**src/rtl/alu_arbiter.sv**
```systemverilog
// alu_arbiter
// Shares one registered alu between two requesters. Requester 0 is the
// execute/integer path and requester 1 is the branch-compare path.
// Arbitration is round-robin under contention. At most one op is issued
// per cycle. Results return after a fixed two-cycle latency on a per-requester
// response strobe.
//
// Ports:
//   clock, reset_n            system clock, synchronous active-low reset
//   reqK_valid/ready          request handshake for requester K (K = 0,1)
//   reqK_op/a/b               op code and operands for requester K
//   respK_valid               result for requester K is on resp_res/resp_cond
//   resp_res, resp_cond       shared result bus (straight from the alu)
//   alu_op, alu_a, alu_b      registered alu inputs (sole driver)
//   alu_res, alu_cond         alu outputs
//   busy                      an op is in flight
//
// Optional feature (macro ALU_ARB_LOCK_EN): adds req0_lock/req1_lock inputs
// and a lock FSM. A locking transfer from requester K gives K exclusive use
// of the alu until K makes a transfer with its lock bit clear.
module alu_arbiter #(
  parameter logic [3:0] IDLE_OP = 4'hF
) (
  input  logic        clock,
  input  logic        reset_n,
  input  logic        req0_valid,
  output logic        req0_ready,
  input  logic [3:0]  req0_op,
  input  logic [31:0] req0_a,
  input  logic [31:0] req0_b,
`ifdef ALU_ARB_LOCK_EN
  input  logic        req0_lock,
  input  logic        req1_lock,
`endif
  output logic        resp0_valid,
  input  logic        req1_valid,
  output logic        req1_ready,
  input  logic [3:0]  req1_op,
  input  logic [31:0] req1_a,
  input  logic [31:0] req1_b,
  output logic        resp1_valid,
  output logic [31:0] resp_res,
  output logic        resp_cond,
  output logic [3:0]  alu_op,
  output logic [31:0] alu_a,
  output logic [31:0] alu_b,
  input  logic [31:0] alu_res,
  input  logic        alu_cond,
  output logic        busy
);

  logic grant0;
  logic grant1;
  logic allow0;
  logic allow1;
  logic last_grant;
  logic s1_valid;
  logic s1_id;
  logic s2_valid;
  logic s2_id;

`ifdef ALU_ARB_LOCK_EN
  typedef enum logic [1:0] {
    UNLOCKED = 2'd0,
    LOCKED0  = 2'd1,
    LOCKED1  = 2'd2
  } lock_state_t;

  lock_state_t lock_state;
  lock_state_t lock_next;

  // Lock state register
  always_ff @(posedge clock) begin
    if (!reset_n) begin
      lock_state <= UNLOCKED;
    end else begin
      lock_state <= lock_next;
    end
  end

  // A lock is taken and released only by a transfer from its owner
  always_comb begin
    lock_next = lock_state;
    case (lock_state)
      UNLOCKED: begin
        if (grant0 && req0_lock) begin
          lock_next = LOCKED0;
        end else if (grant1 && req1_lock) begin
          lock_next = LOCKED1;
        end
      end
      LOCKED0: begin
        if (grant0 && !req0_lock) begin
          lock_next = UNLOCKED;
        end
      end
      LOCKED1: begin
        if (grant1 && !req1_lock) begin
          lock_next = UNLOCKED;
        end
      end
      default: lock_next = UNLOCKED;
    endcase
  end

  // While locked, the non-owner is masked out even if the owner is idle
  always_comb begin
    allow0 = (lock_state != LOCKED1);
    allow1 = (lock_state != LOCKED0);
  end
`else
  assign allow0 = 1'b1;
  assign allow1 = 1'b1;
`endif

  // Round-robin grant. last_grant == 1 means requester 0 wins the next tie.
  always_comb begin
    grant0 = 1'b0;
    grant1 = 1'b0;
    if (reset_n) begin
      if (req0_valid && allow0 && req1_valid && allow1) begin
        if (last_grant) begin
          grant0 = 1'b1;
        end else begin
          grant1 = 1'b1;
        end
      end else if (req0_valid && allow0) begin
        grant0 = 1'b1;
      end else if (req1_valid && allow1) begin
        grant1 = 1'b1;
      end
    end
  end

  assign req0_ready = grant0;
  assign req1_ready = grant1;

  // Issue stage plus the id/valid pipeline tracking the alu's result register
  always_ff @(posedge clock) begin
    if (!reset_n) begin
      alu_op     <= IDLE_OP;
      alu_a      <= 32'd0;
      alu_b      <= 32'd0;
      s1_valid   <= 1'b0;
      s1_id      <= 1'b0;
      s2_valid   <= 1'b0;
      s2_id      <= 1'b0;
      last_grant <= 1'b1;
    end else begin
      s2_valid <= s1_valid;
      s2_id    <= s1_id;
      if (grant0) begin
        alu_op     <= req0_op;
        alu_a      <= req0_a;
        alu_b      <= req0_b;
        s1_valid   <= 1'b1;
        s1_id      <= 1'b0;
        last_grant <= 1'b0;
      end else if (grant1) begin
        alu_op     <= req1_op;
        alu_a      <= req1_a;
        alu_b      <= req1_b;
        s1_valid   <= 1'b1;
        s1_id      <= 1'b1;
        last_grant <= 1'b1;
      end else begin
        alu_op   <= IDLE_OP;
        alu_a    <= 32'd0;
        alu_b    <= 32'd0;
        s1_valid <= 1'b0;
      end
    end
  end

  assign resp0_valid = s2_valid && (s2_id == 1'b0);
  assign resp1_valid = s2_valid && (s2_id == 1'b1);
  assign resp_res    = alu_res;
  assign resp_cond   = alu_cond;
  assign busy        = s1_valid | s2_valid;

endmodule

```
**config.mk**
```make
export PLATFORM = sky130hd
export DESIGN_NAME = alu_arbiter
export DESIGN_NICKNAME = d
export VERILOG_FILES = /design/src/rtl/alu_arbiter.sv
export SDC_FILE = /design/constraint.sdc
export NUM_CORES = 1
export LEC_CHECK = 0
export CAP_MARGIN = 0
export CORE_AREA = 2 2 107 109
export DETAILED_ROUTE_END_ITERATION = 7
export DIE_AREA = 0 0 109 111
export GPL_ROUTABILITY_DRIVEN = 0
export PLACE_DENSITY = 0.86
export SETUP_SLACK_MARGIN = 0.2
export SLEW_MARGIN = 20
export SYNTH_ARGS = -nofsm -noshare
export SYNTH_HDL_FRONTEND = slang
export SYNTH_SLANG_ARGS = --single-unit
```
**constraint.sdc**
```tcl
create_clock -name clock -period 1.7 [get_ports clock]
set_input_delay 0.34 -clock clock [delete_from_list [all_inputs] [get_ports clock]]
set_output_delay 0.34 -clock clock [all_outputs]
set_load 0.02 [all_outputs]
```
==> results of run 1 <==
-- through the flow --
stage | utilization, % | setup slack [ns]
finish | 52.85 | 0.2594
global route | 52.85 | 0.2064
CTS | 52.86 | 0.1443
detailed placement | 51.07 | -0.4582
global placement | 51.07 | -0.4332
floorplan | - | 0.2700
-- metal layers --
metal / GRT usage, % / vias to the layer above / part of all wire [%]
li1: - / 1578 / -
met1: 18.21 / 1575 / 37
met2: 34.00 / 172 / 50
met3: 5.879 / 29 / 9.8
met4: 8.718 / 0 / 2.8
met5: 0 / - / 0
-- worst paths after layout --
check             start    endpoint  slack [ns]  cells after the start
max reg2reg  last_grant   alu_a[13]        0.49                      4
min reg2reg       s1_id       s2_id        0.48                      1
min             reset_n    alu_a[8]        0.38                      3
max          last_grant  req0_ready        0.26                      3
-- layout make-up --
class | count | area, um^2
Clock buffer | 12 | 256.5
Clock inverter | 4 | 26.28
Fill cell | 972 | 5223
Inverter | 1 | 5.005
Multi-Input combinational cell | 220 | 1710
Sequential cell | 73 | 1463
Tap cell | 143 | 178.9
Timing Repair Buffer | 226 | 2215
-- cell families (layout without fill, tap and decap cells) --
group | after synthesis | count (layout)
simple gates | 147 | 147
compound gates | 73 | 73
flops | 73 | 73
buf+inv | 71 | 243
-- state kept, by name, summed over array words and instances, names as in the netlist --
signal / cells
alu_b: 32
alu_op: 4
s2_valid: 1
last_grant: 1
s1_valid: 1
s1_id: 1
s2_id: 1
alu_a: 32
-- cell usage after synthesis, types with 4 or more instances --
master	instances	area, um^2
and2_1	4	25.02
dfxtp_1	73	1461
a32oi_1	4	35.03
buf_12	7	140.1
nand2_1	128	480.5
o32ai_2	60	975.9
buf_6	8	90.09
nor2b_1	9	56.30
o32ai_1	4	35.03
buf_2	8	40.04
buf_4	41	307.8
clkbuf_1	6	22.52
-- worst max-delay path, cell delays in order, from the launching register on --
cell,delay [ns]
dfxtp_2,0.33
nand2b_4,0.14
and3_1,0.18
buf_6,0.13
-- timing repair --
| action | in CTS | in global routing |
|---|---|---|
| cloned | 0 | 0 |
| setup buffers | 0 | 0 |
| hold buffers | 0 | 0 |
| resized for setup | 89 | 5 |
| setup endpoints to repair | 73 | 4 |
| pin swaps | 0 | 0 |
| endpoints found under the hold margin | 0 | 0 |
-- power breakdown --
part	switching, mW	internal (mW)	leakage (nW)
combinational	0.539	0.602	1.70
clock	0.701	1.07	0.139
sequential	0.0327	1.83	0.604
total	1.27	3.50	2.45
==> flow_summary_export.csv, run 1 <==
group,metric,value,unit
job,max_cap_violations,0,
route,ant_nets,0,
yosys,synth_warnings,0,
yosys,synth_top_family_by_area,"compound AO/OA/AOI/OAI gates",
die,die_area,12100,um^2
final_layout,drive_gt1_share,18.84,%
route,first_iter_violations,155,
clocking,cts.path.max_buffers,2,
grt,grt_pass1_wl,17.13,mm
final_layout,nets,704,
die,die_h,111,um
sta,report.final.slew_viol_count,0,
grt,grt_max_degree,89,
placed_design,dp_hpwl,8.237,mm
yosys,synth_xor_area_share,0,%
final_layout,syn2layout_area_growth,55.76,%
final_layout,final_common_cell,"clkdlybuf4s50_1",
clocking,numClockSinks,73,
worst_setup_path,cp.required,1.36,ns
clocking,clk_latency,0.33,ns
yosys,syn_nets,537,
placed_design,dp_cells,663,
sta,timing.slew.headroom,75.57,%
sta,worstMarginPinSlew,0.3664,ns
final_layout,fin_cells,679,
yosys,avgSynthCellArea,10.33,um^2
yosys,synth_edf_count,0,
grt,grtUsageTotal,18.45,%
route,wl_per_cell,16.47,um
final_layout,fin_area,5854,um^2
worst_setup_path,end_kind,"primary output",
route,vias,3354,
yosys,ys_types,23,
route,first_pass_iters,6,
pwr,ir_drop,410.2,uV
yosys,synthSimpleGateAreaFrac,16.15,%
sta,setup_violations,0,
die,core_area,11080,um^2
sta,hold_viol,0,
grt,grt_pass1_vias,3452,
sta,fin_tns_setup,0,ns
clocking,cts-root-buf,"clkbuf_16",
clocking,tritoncts,"done",
die,io_pins,279,
sta,min_period_over_period,84.74,%
sta,fin_hold_ws,0.3813,ns
worst_setup_path,cp.arrival,1.10,ns
placed_design,port_buffers,212,
route,drc,0,
sta,rsz0062_at_grt,"false",
final_layout,mostFrequentLayoutCells,"clkdlybuf4s50_1, nand2_1, dfxtp_1, dlygate4sd2_1, o32ai_2",
yosys,synth_cells,364,
die,num_rows,39,
yosys,seq_area_frac_synth,38.88,%
yosys,synth_mux_area_share,0,%
grt,antenna_found_initial,0,
sta,max_freq,694.2,MHz
min_path,min_path_type,"in -> reg",
pwr,power,4.774,mW
clocking,cts_buffers,9,
yosys,synth_compound_area_share,28.89,%
yosys,ys_ff_latch,73,
placed_design,post_dp_cell_area,5657,um^2
worst_setup_path,path_class,"reg -> out",
pwr,power_density,815.4,nW/um^2
route,routed_wl,11.18,mm
sta,fin_crit,1.441,ns
clocking,cts_max_level,3,
worst_setup_path,crit_path_start_kind,"flip-flop",
final_layout,antennaDiodeCount,0,
grt,gr-total-overflow,0,
pwr,total_leakage_power,2.447,nW
yosys,synth_ff_type,"dfxtp_1",
yosys,netlist_area,3759,um^2
sta,fin_worst_skew,0.005730,ns
die,start_util,33.93,%
route,vias_per_cell,4.940,
status,outcome,"complete, no violations",
die,die_x,109,um
yosys,async_reset_ff_share,0,%
clocking,path_clk_slew,0.06,ns
yosys,synth_fa_ha_area_share,0,%
worst_setup_path,critPathMaxFanout,3,
(Power assumes the default switching activity.)
==> run 2, diff against run 1 <==
--- a/config.mk
+++ b/config.mk
@@ -6,11 +6,11 @@
 export NUM_CORES = 1
 export LEC_CHECK = 0
 export CAP_MARGIN = 0
-export CORE_AREA = 2 2 107 109
+export CORE_MARGIN = 2
+export CORE_UTILIZATION = 31
 export DETAILED_ROUTE_END_ITERATION = 7
-export DIE_AREA = 0 0 109 111
 export GPL_ROUTABILITY_DRIVEN = 0
-export PLACE_DENSITY = 0.86
+export PLACE_DENSITY = 0.82
 export SETUP_SLACK_MARGIN = 0.2
 export SLEW_MARGIN = 20
 export SYNTH_ARGS = -nofsm -noshare
==> constraint.sdc (replaced) <==
create_clock -name clock -period 1.3 [get_ports clock]
set_input_delay 0.26 -clock clock [delete_from_list [all_inputs] [get_ports clock]]
set_output_delay 0.26 -clock clock [all_outputs]
set_load 0.02 [all_outputs]
==> flow_summary_export.csv, run 2 (synthesized netlist as in run 1, its figures left out) <==
group,metric,value,unit
pwr,pwr-share-clk,40.8,%
job,max_cap_violations,0,
route,drc,0,
placed_design,pre_cts_slack,-0.6362,ns
pwr,power.share.combinational,24.7,%
clocking,numClockSinks,73,
clocking,cts-root-buf,"clkbuf_16",
worst_setup_path,path_class,"reg -> out",
placed_design,port_buffers,212,
route,vias_per_cell,4.827,
sta,fin_ws,-0.06340,ns
final_layout,antennaDiodeCount,0,
clocking,clk_latency,0.33,ns
placed_design,dp_cells,671,
sta,max_freq,733.5,MHz
route,wl_per_cell,17.60,um
final_layout,fin_cells,710,
sta,fin_crit,1.363,ns
clocking,path_clk_slew,0.06,ns
worst_setup_path,cp.depth,3,
sta,report.final.slew_viol_count,0,
placed_design,post_dp_cell_area,5719,um^2
clocking,tritoncts,"done",
final_layout,nets,731,
grt,grt_pass1_vias,3472,
grt,grtUsageTotal,18.63,%
sta,setup_violations,26,
worst_setup_path,path_cells,"nand2b_4 -> and3_4 -> buf_6",
final_layout,drive_gt1_share,37.12,%
die,num_rows,40,
pwr,p_sw_share,25.29,%
final_layout,fin_area,6366,um^2
route,vias,3427,
sta,worstMarginPinSlew,0.3103,ns
worst_setup_path,cp_top_family,"flip-flops",
pwr,total_leakage_power,2.589,nW
clocking,postCtsHoldBufs,0,
min_path,min_path_type,"in -> reg",
sta,min_period_over_period,104.9,%
die,core_area,11910,um^2
final_layout,mostFrequentLayoutCells,"clkdlybuf4s50_1, nand2_1, dfxtp_1, o32ai_2, buf_2",
sta,timing.slew.headroom,79.31,%
die,die_area,13020,um^2
grt,grt_pass1_wl,18.60,mm
worst_setup_path,crit_buf_inv,1,
route,first_pass_iters,4,
sta,fin_worst_skew,0.002901,ns
sta,fin_hold_ws,0.1897,ns
worst_setup_path,cpPeakStageDelay,0.33,ns
min_path,hold_path_depth,2,
route,first_iter_violations,194,
pwr,internal_power,5.279,mW
pwr,p_seq_share,34.5,%
die,die_h,114.1,um
route,routed_wl,12.50,mm
final_layout,final_common_cell,"clkdlybuf4s50_1",
status,outcome,"finished, violations left",
worst_setup_path,end_kind,"primary output",
worst_setup_path,cp.arrival,1.10,ns
clocking,cts.path.max_buffers,2,
grt,grt_max_degree,58,
sta,hold_viol,0,
worst_setup_path,cp_slowest_cell,"dfxtp_2",
grt,antenna_found_initial,0,
placed_design,dp_hpwl,8.479,mm
die,die_x,114.1,um
worst_setup_path,ff2ff_path_depth,7,
route,ant_nets,0,
pwr,power_density,1110,nW/um^2
grt,gr-total-overflow,0,
status,violations,"negative setup slack",
pwr,switchingPower,1.787,mW
sta,rsz0062_at_grt,"true",
final_layout,syn2layout_area_growth,69.37,%
die,io_pins,279,
die,start_util,31.55,%
pwr,ir_drop,582.3,uV
final_layout,biggestRegsByFlops,"alu_a: 32 flops, alu_b: 32 flops, alu_op: 4 flops",
clocking,cts_max_level,3,
worst_setup_path,crit_path_start_kind,"flip-flop",
worst_setup_path,critPathMaxFanout,3,
worst_setup_path,cp.required,1.04,ns
clocking,cts_buffers,9,
run 2: cell types whose count changed in the layout (fill, tap and decap cells not counted), sizes merged:
cell / before / now
inv: 1 / 0
clkinv: 3 / 2
buf: 18 / 114
dlygate4sd2: 70 / 1
clkbuf: 13 / 12
bufinv: 0 / 3
run 2: worst reg2reg max path: stages, from the launching register on:
cell and delay, ns:
dfxtp_2 0.35, buf_4 0.13, nor2b_4 0.05, buf_12 0.12, buf_6 0.12, buf_12 0.12
buf_16 0.14, o32ai_2 0.24
run 2: final cells by class:
| class | count | area [um^2] |
|---|---|---|
| fill | 1028 | 5545 |
| timing repair buffer | 253 | 2525 |
| multi-input combinational | 220 | 1839 |
| sequential | 73 | 1468 |
| clock buffer | 11 | 242.7 |
| tap | 147 | 183.9 |
| clock inverter | 5 | 102.6 |
| inverter | 1 | 5.005 |
run 2: what timing repair did:
| item | 4_1_cts | 5_1_grt |
|---|---|---|
| cloned | 8 | 1 |
| pin swaps | 18 | 2 |
| setup buffers | 12 | 2 |
| resized for setup | 337 | 23 |
| setup endpoints to repair | 137 | 87 |
run 2: layer usage:
layer | GRT usage (%) | vias to the layer above | share of wire (%) | wire (um)
met5 | 0 | - | 0 | 0
met4 | 6.504 | 0 | 1.6 | 204
met3 | 7.253 | 20 | 9.7 | 1211
met2 | 33.93 | 172 | 52 | 6558
met1 | 19.48 | 1598 | 36 | 4523
li1 | - | 1637 | - | -
run 2: final timing paths:
check             startpoint         end  slack (ns)
setup / recovery  last_grant  req0_ready       -0.06
hold / removal       reset_n    s2_valid        0.19
setup reg to reg  last_grant    alu_b[8]       -0.05
hold reg to reg     s1_valid    s2_valid        0.46
run 2: per-stage QoR:
step | TNS (ns) | power [mW] | util, %
2_1_floorplan | 0 | 3.449 | -
3_3_place_gp | -25.92 | 4.085 | 48.01
3_5_place_dp | -28.25 | 4.117 | 48.01
4_1_cts | -1.026 | 7.100 | 52.11
5_1_grt | -2.102 | 7.372 | 53.45
6_report | -0.8304 | 7.066 | 53.45
run 2: power groups by stage:
stage / sequential (mW) / combinational (mW) / clock [mW]
floorplan: 2.67 / 0.776 / 0
finish: 2.44 / 1.75 / 2.88
CTS: 2.44 / 1.70 / 2.96
global placement: 2.49 / 1.60 / 0
global route: 2.45 / 1.85 / 3.07
detailed placement: 2.49 / 1.63 / 0
